**src/rtl/alu_seq_top.sv**
```systemverilog
// Board-level ALU front end: debounced single-button A/B/opcode loader feeding a
// registered ALU stage with N/Z/C/V/ERR flags and an accumulate mode.
module alu_seq_top #(
  parameter int OPERAND_SIZE    = 8,
  parameter int OP_CODE_SIZE    = 6,
  parameter int DEBOUNCE_CYCLES = 1_000_000
) (
  input  logic                    CLK100MHZ,
  input  logic                    CPU_RESETN,
  input  logic [OPERAND_SIZE-1:0] sw,
  input  logic                    btnC,
  input  logic                    btnL,
  input  logic                    btnR,
  output logic [OPERAND_SIZE-1:0] o_result,
  output logic [4:0]              o_flags,
  output logic [2:0]              o_state,
  output logic                    o_valid
);

  localparam int W   = OPERAND_SIZE;
  localparam int MSB = OPERAND_SIZE - 1;
  localparam int CW  = (DEBOUNCE_CYCLES > 1) ? $clog2(DEBOUNCE_CYCLES) : 1;
  localparam logic [CW-1:0] CNT_LAST = CW'(DEBOUNCE_CYCLES - 1);
  localparam logic [W-1:0]  SH_LIM   = W'(OPERAND_SIZE);

  localparam logic [OP_CODE_SIZE-1:0] OP_ADD = OP_CODE_SIZE'(6'b100000);
  localparam logic [OP_CODE_SIZE-1:0] OP_SUB = OP_CODE_SIZE'(6'b100010);
  localparam logic [OP_CODE_SIZE-1:0] OP_AND = OP_CODE_SIZE'(6'b100100);
  localparam logic [OP_CODE_SIZE-1:0] OP_OR  = OP_CODE_SIZE'(6'b100101);
  localparam logic [OP_CODE_SIZE-1:0] OP_XOR = OP_CODE_SIZE'(6'b100110);
  localparam logic [OP_CODE_SIZE-1:0] OP_NOR = OP_CODE_SIZE'(6'b100111);
  localparam logic [OP_CODE_SIZE-1:0] OP_SRA = OP_CODE_SIZE'(6'b000011);
  localparam logic [OP_CODE_SIZE-1:0] OP_SRL = OP_CODE_SIZE'(6'b000010);

  typedef enum logic [2:0] {
    S_A    = 3'd0,
    S_B    = 3'd1,
    S_OP   = 3'd2,
    S_EXEC = 3'd3,
    S_SHOW = 3'd4
  } state_t;

  // Button path, bit order {R, L, C}
  logic [2:0]    raw, sync1, sync2, deb, deb_q, ev;
  logic [CW-1:0] cnt [3];

  assign raw = {btnR, btnL, btnC};

  always_ff @(posedge CLK100MHZ or negedge CPU_RESETN) begin
    if (!CPU_RESETN) begin
      sync1 <= '0;
      sync2 <= '0;
      deb   <= '0;
      deb_q <= '0;
      cnt   <= '{default: '0};
    end else begin
      sync1 <= raw;
      sync2 <= sync1;
      deb_q <= deb;
      for (int unsigned i = 0; i < 3; i++) begin
        if (sync2[i] != deb[i]) begin
          if (cnt[i] == CNT_LAST) begin
            deb[i] <= ~deb[i];
            cnt[i] <= '0;
          end else begin
            cnt[i] <= cnt[i] + 1'b1;
          end
        end else begin
          cnt[i] <= '0;
        end
      end
    end
  end

  assign ev = deb & ~deb_q;

  state_t                  state, state_n;
  logic [W-1:0]            a, a_n, b, b_n, result, result_n;
  logic [OP_CODE_SIZE-1:0] op, op_n;
  logic [4:0]              flags, flags_n;
  logic                    valid_n;

  logic [W-1:0] alu_r;
  logic [W:0]   sum;
  logic         alu_c, alu_v, alu_err;

  always_comb begin
    alu_r   = '0;
    sum     = '0;
    alu_c   = 1'b0;
    alu_v   = 1'b0;
    alu_err = 1'b0;
    case (op)
      OP_ADD: begin
        sum   = {1'b0, a} + {1'b0, b};
        alu_r = sum[W-1:0];
        alu_c = sum[W];
        alu_v = (a[MSB] == b[MSB]) && (alu_r[MSB] != a[MSB]);
      end
      OP_SUB: begin
        alu_r = a - b;
        alu_c = (a < b);
        alu_v = (a[MSB] != b[MSB]) && (alu_r[MSB] != a[MSB]);
      end
      OP_AND: alu_r = a & b;
      OP_OR:  alu_r = a | b;
      OP_XOR: alu_r = a ^ b;
      OP_NOR: alu_r = ~(a | b);
      OP_SRA: alu_r = (b >= SH_LIM) ? {W{a[MSB]}} : W'($signed(a) >>> b);
      OP_SRL: alu_r = (b >= SH_LIM) ? '0 : (a >> b);
      default: alu_err = 1'b1;
    endcase
  end

  // evL > evR > evC; a lower-priority event in the same cycle is dropped even
  // when the higher one has no effect in the current state.
  always_comb begin
    state_n  = state;
    a_n      = a;
    b_n      = b;
    op_n     = op;
    result_n = result;
    flags_n  = flags;
    valid_n  = 1'b0;
    if (state == S_EXEC) begin
      state_n  = S_SHOW;
      result_n = alu_r;
      flags_n  = {alu_err, alu_r[MSB], (alu_r == '0), alu_c, alu_v};
      valid_n  = 1'b1;
    end else if (ev[1]) begin
      state_n    = S_A;
      a_n        = '0;
      b_n        = '0;
      op_n       = '0;
      flags_n[4] = 1'b0;
    end else if (ev[2]) begin
      if (state == S_SHOW) begin
        a_n     = result;
        b_n     = sw;
        state_n = S_EXEC;
      end
    end else if (ev[0]) begin
      case (state)
        S_A, S_SHOW: begin a_n = sw; state_n = S_B; end
        S_B:         begin b_n = sw; state_n = S_OP; end
        S_OP:        begin op_n = sw[OP_CODE_SIZE-1:0]; state_n = S_EXEC; end
        default:     state_n = S_A;
      endcase
    end
  end

  always_ff @(posedge CLK100MHZ or negedge CPU_RESETN) begin
    if (!CPU_RESETN) begin
      state  <= S_A;
      a      <= '0;
      b      <= '0;
      op     <= '0;
      result <= '0;
      flags  <= '0;
      o_valid <= 1'b0;
    end else begin
      state  <= state_n;
      a      <= a_n;
      b      <= b_n;
      op     <= op_n;
      result <= result_n;
      flags  <= flags_n;
      o_valid <= valid_n;
    end
  end

  assign o_result = result;
  assign o_flags  = flags;
  assign o_state  = state;

endmodule

```
**config.mk**
```make
export PLATFORM = sky130hd
export DESIGN_NAME = alu_seq_top
export DESIGN_NICKNAME = d
export VERILOG_FILES = /design/src/rtl/alu_seq_top.sv
export SDC_FILE = /design/constraint.sdc
export NUM_CORES = 1
export LEC_CHECK = 0
export CAP_MARGIN = 20
export CELL_PAD_IN_SITES_DETAIL_PLACEMENT = 0
export CELL_PAD_IN_SITES_GLOBAL_PLACEMENT = 1
export CORE_ASPECT_RATIO = 1.1
export CORE_MARGIN = 1
export CORE_UTILIZATION = 40
export CTS_BUF_LIST = sky130_fd_sc_hd__clkbuf_8 sky130_fd_sc_hd__clkbuf_16
export DETAILED_ROUTE_END_ITERATION = 8
export PLACE_DENSITY_LB_ADDON = 0.12
export SLEW_MARGIN = 20
export SYNTH_ARGS = -nofsm -noshare
export SYNTH_HDL_FRONTEND = slang
export SYNTH_SLANG_ARGS = --single-unit
```
**constraint.sdc**
```tcl
create_clock -name CLK100MHZ -period 3.4 [get_ports CLK100MHZ]
set_clock_uncertainty 0.05 [all_clocks]
set_input_delay 0.34 -clock CLK100MHZ [delete_from_list [all_inputs] [get_ports CLK100MHZ]]
set_output_delay 0.34 -clock CLK100MHZ [all_outputs]
set_load 0.02 [all_outputs]
```
==> results of run 1 <==
[Yosys cell counts, types with 7 or more instances]
cell      instances
dfrtp_1         110
nor2_1           93
nand2_1          58
o21ai_0          45
nand3_1          40
a21oi_1          35
xnor2_1          29
xor2_1           29
ha_1             28
inv_1            26
clkbuf_1         25
mux2i_1          21
and3_1           17
nor3_1           15
o31ai_1          12
or3_1            10
a211oi_1          8
a22o_1            8
nor2b_1           7
[critical path: cells and delay by family, from the launching register on]
| kind | cells | cell delay (ps) |
|---|---|---|
| AOI/OAI and AO/OA | 5 | 1400 |
| adders and majority gates | 1 | 440 |
| and+or+nand+nor | 1 | 200 |
| buffers and inverters | 1 | 180 |
| DFF | 1 | 620 |
[metal layers]
metal / GRT usage (%) / wire, µm
met1: 30.24 / 7527
met4: 5.890 / 298
met5: 0 / 0
met2: 32.81 / 7723
met3: 3.188 / 717
[registers in the layout (all words and copies together), names as in the netlist]
register	count
cnt	60
a	8
b	8
o_result	8
op	6
o_flags	4
deb	3
deb_q	3
o_state	3
sync1	3
sync2	3
o_valid	1
[final timing paths]
path                              end  slack, ps  cells after the start
hold reg to reg              sync2[0]        300                      0
hold / removal                  op[2]         20                      1
min in group CLK100MHZ       sync2[0]        300                      0
setup reg to reg           o_flags[2]        450                      8
max in group asynchronous    deb_q[1]       2520                      2
setup / recovery           o_flags[2]        450                      8
[area by class of cell]
cell class                 instances  area share (%)
multi-input combinational        547           48.07
sequential                       110           37.47
timing repair buffer              44           5.621
tap                              200           3.407
clock buffer                      10           3.253
inverter                          26           1.329
clock inverter                     6          0.8516
[power breakdown]
part	leakage, nW	internal [W]	switching, W	total (W)
Sequential	1.43	0.00132	0.00000994	0.00133
Clock	0.157	0.000592	0.000476	0.00107
Combinational	1.62	0.0000263	0.0000504	0.0000768
Total	3.21	0.00194	0.000536	0.00247
[cells by family after synthesis]
| family | synth area share, % |
|---|---|
| multiplexers | 4.778 |
| buffers and inverters | 3.627 |
| XOR/XNOR | 7.791 |
| adder cells (fa/ha/maj) | 5.987 |
| flip-flops | 42.22 |
| AO/OA/AOI/OAI | 14.91 |
| AND/OR/NAND/NOR | 20.69 |
[metrics by stage]
step	hold WS (ps)	setup WS [ps]	util, %
floorplan	-5.591	684.7	-
global placement	281.7	652.1	44.60
detailed placement	286.4	573.2	44.60
global route	100.7	249.9	46.51
finish	19.83	448.0	46.51
CTS	67.00	532.2	46.51
==> results.sh, run 1 <==
export IMPL_slew_viol_final=0
export IMPL_htreeDepth=3
export IMPL_syn_area_um2=6520
export IMPL_avgSynthCellArea_um2=9.093
export IMPL_crit_chain="inv_1, ha_1, nor2b_1, o22ai_1, o21ai_0, a221o_1, a21oi_1, a32o_1"
export IMPL_drt_first_pass_iters=5
export IMPL_crit_path_max_fanout=13
export IMPL_synthArstFlopShare_pct=100.0
export IMPL_drc_errors=0
export IMPL_final_cell_area_um2=7346
export IMPL_yosys_area_top_type="dfrtp_1"
export IMPL_vias_per_cell=5.597
export IMPL_ctsHoldBuffers=0
export IMPL_synth_ff_type="dfrtp_1"
export IMPL_antenna_left=0
export IMPL_grt_pass1_vias=5102
export IMPL_fin_crit_sh_pct=86.82
export IMPL_wire_per_inst_um=17.25
export IMPL_grt_pass1_wl_um=27120
export IMPL_post_cts_buffers=0
export IMPL_yosys_warnings=0
export IMPL_syn_inst=717
export IMPL_cts_resized=0
export IMPL_stdcell_count=943
export IMPL_crit_type="flip-flop to flip-flop"
export IMPL_leakagePower_nw=3.211
export IMPL_fin_nets=781
export IMPL_drtIter0Drc=351
export IMPL_final_common_cell="dfrtp_1"
export IMPL_fmax_mhz=338.7
export IMPL_setup_tns_ps=0
export IMPL_gr_total_overflow=0
export IMPL_multi_input_area_um2=3531
export IMPL_ys_seq_area_share_pct=42.22
export IMPL_wl_um=16270
export IMPL_ys_seq_elements=110
export IMPL_status="finished, final reports clean"
export IMPL_rsz0062_at_grt="no"
export IMPL_yosysTopAreaCellShare_pct=42.22
export IMPL_area_delta_synth_final_pct=12.67
export IMPL_synth_distinct_cells=60
export IMPL_coreArea_um2=15800
export IMPL_numCtsBuffers=9
export IMPL_drive_above_1_share_pct=5.787
export IMPL_cp_start_kind="flip-flop"
export IMPL_io_pins=30
export IMPL_crit_path_top_delay_cell="dfrtp_1"
export IMPL_grt_max_degree=65
export IMPL_regArea_um2=2753
export IMPL_startpoint="b[2]"
export IMPL_vdd_drop_max_mv=0.2154
export IMPL_n_fill_cell=1547
export IMPL_worst_pin_slew_ps=898.0
export IMPL_cpPeakStageDelay_ps=620
export IMPL_synthTopCellsByArea="dfrtp_1, ha_1, nor2_1"
export IMPL_grt_use_total_pct=21.09
export IMPL_cts_root_buf="clkbuf_16"
export IMPL_cts_sinks=110
export IMPL_syn_nets=760
export IMPL_arrival_ps=3180
export IMPL_clk_latency_ps=350
export IMPL_io_buffer_count=29
export IMPL_die_area_um2=16810
export IMPL_min_path_type="input pin to asynchronous set/reset pin"
export IMPL_antenna_found_initial=0
export IMPL_tritoncts="done"
export IMPL_antenna_diode_count=0
export IMPL_fin_crit_ps=2952
export IMPL_hpwlAfterDp_um=12170
export IMPL_critPathCaptureType="flip-flop"
export IMPL_initial_utilization_pct=41.28
export IMPL_most_common_layout_cells="dfrtp_1, nor2_1, nand2_1, o21ai_0, nand3_1"
export IMPL_rows=48
export IMPL_p_per_area_nw_per_um2=336.8
export IMPL_drv_cap=0
export IMPL_path_clk_slew_ps=70
export IMPL_gp_congestion=0.9265
export IMPL_total_power_w=0.002474
export IMPL_final_hold_viol_count=0
export IMPL_finalSetupViolCount=0
export IMPL_worstReg2RegStart="b[2]"
export IMPL_relSlewSlack_pct=40.14
export IMPL_die_y_um=135.9
export IMPL_dr_total_vias=5278
export IMPL_required_ps=3630
export IMPL_synth_edf_count=0
export IMPL_place_inst=927
export IMPL_place_area_um2=7044
export IMPL_cts_max_path_buffers=2
export IMPL_die_width_um=123.7
Power figures use the tool's default switching activity.
==> inputs of run 2 (changes only) <==
--- a/config.mk
+++ b/config.mk
@@ -5,6 +5,7 @@
 export SDC_FILE = /design/constraint.sdc
 export NUM_CORES = 1
 export LEC_CHECK = 0
+export ABC_CLOCK_PERIOD_IN_PS = 3400
 export CAP_MARGIN = 20
 export CELL_PAD_IN_SITES_DETAIL_PLACEMENT = 0
 export CELL_PAD_IN_SITES_GLOBAL_PLACEMENT = 1
==> results of run 2 <==
The final DEF is identical to that of run 1; final timing and power are the same.
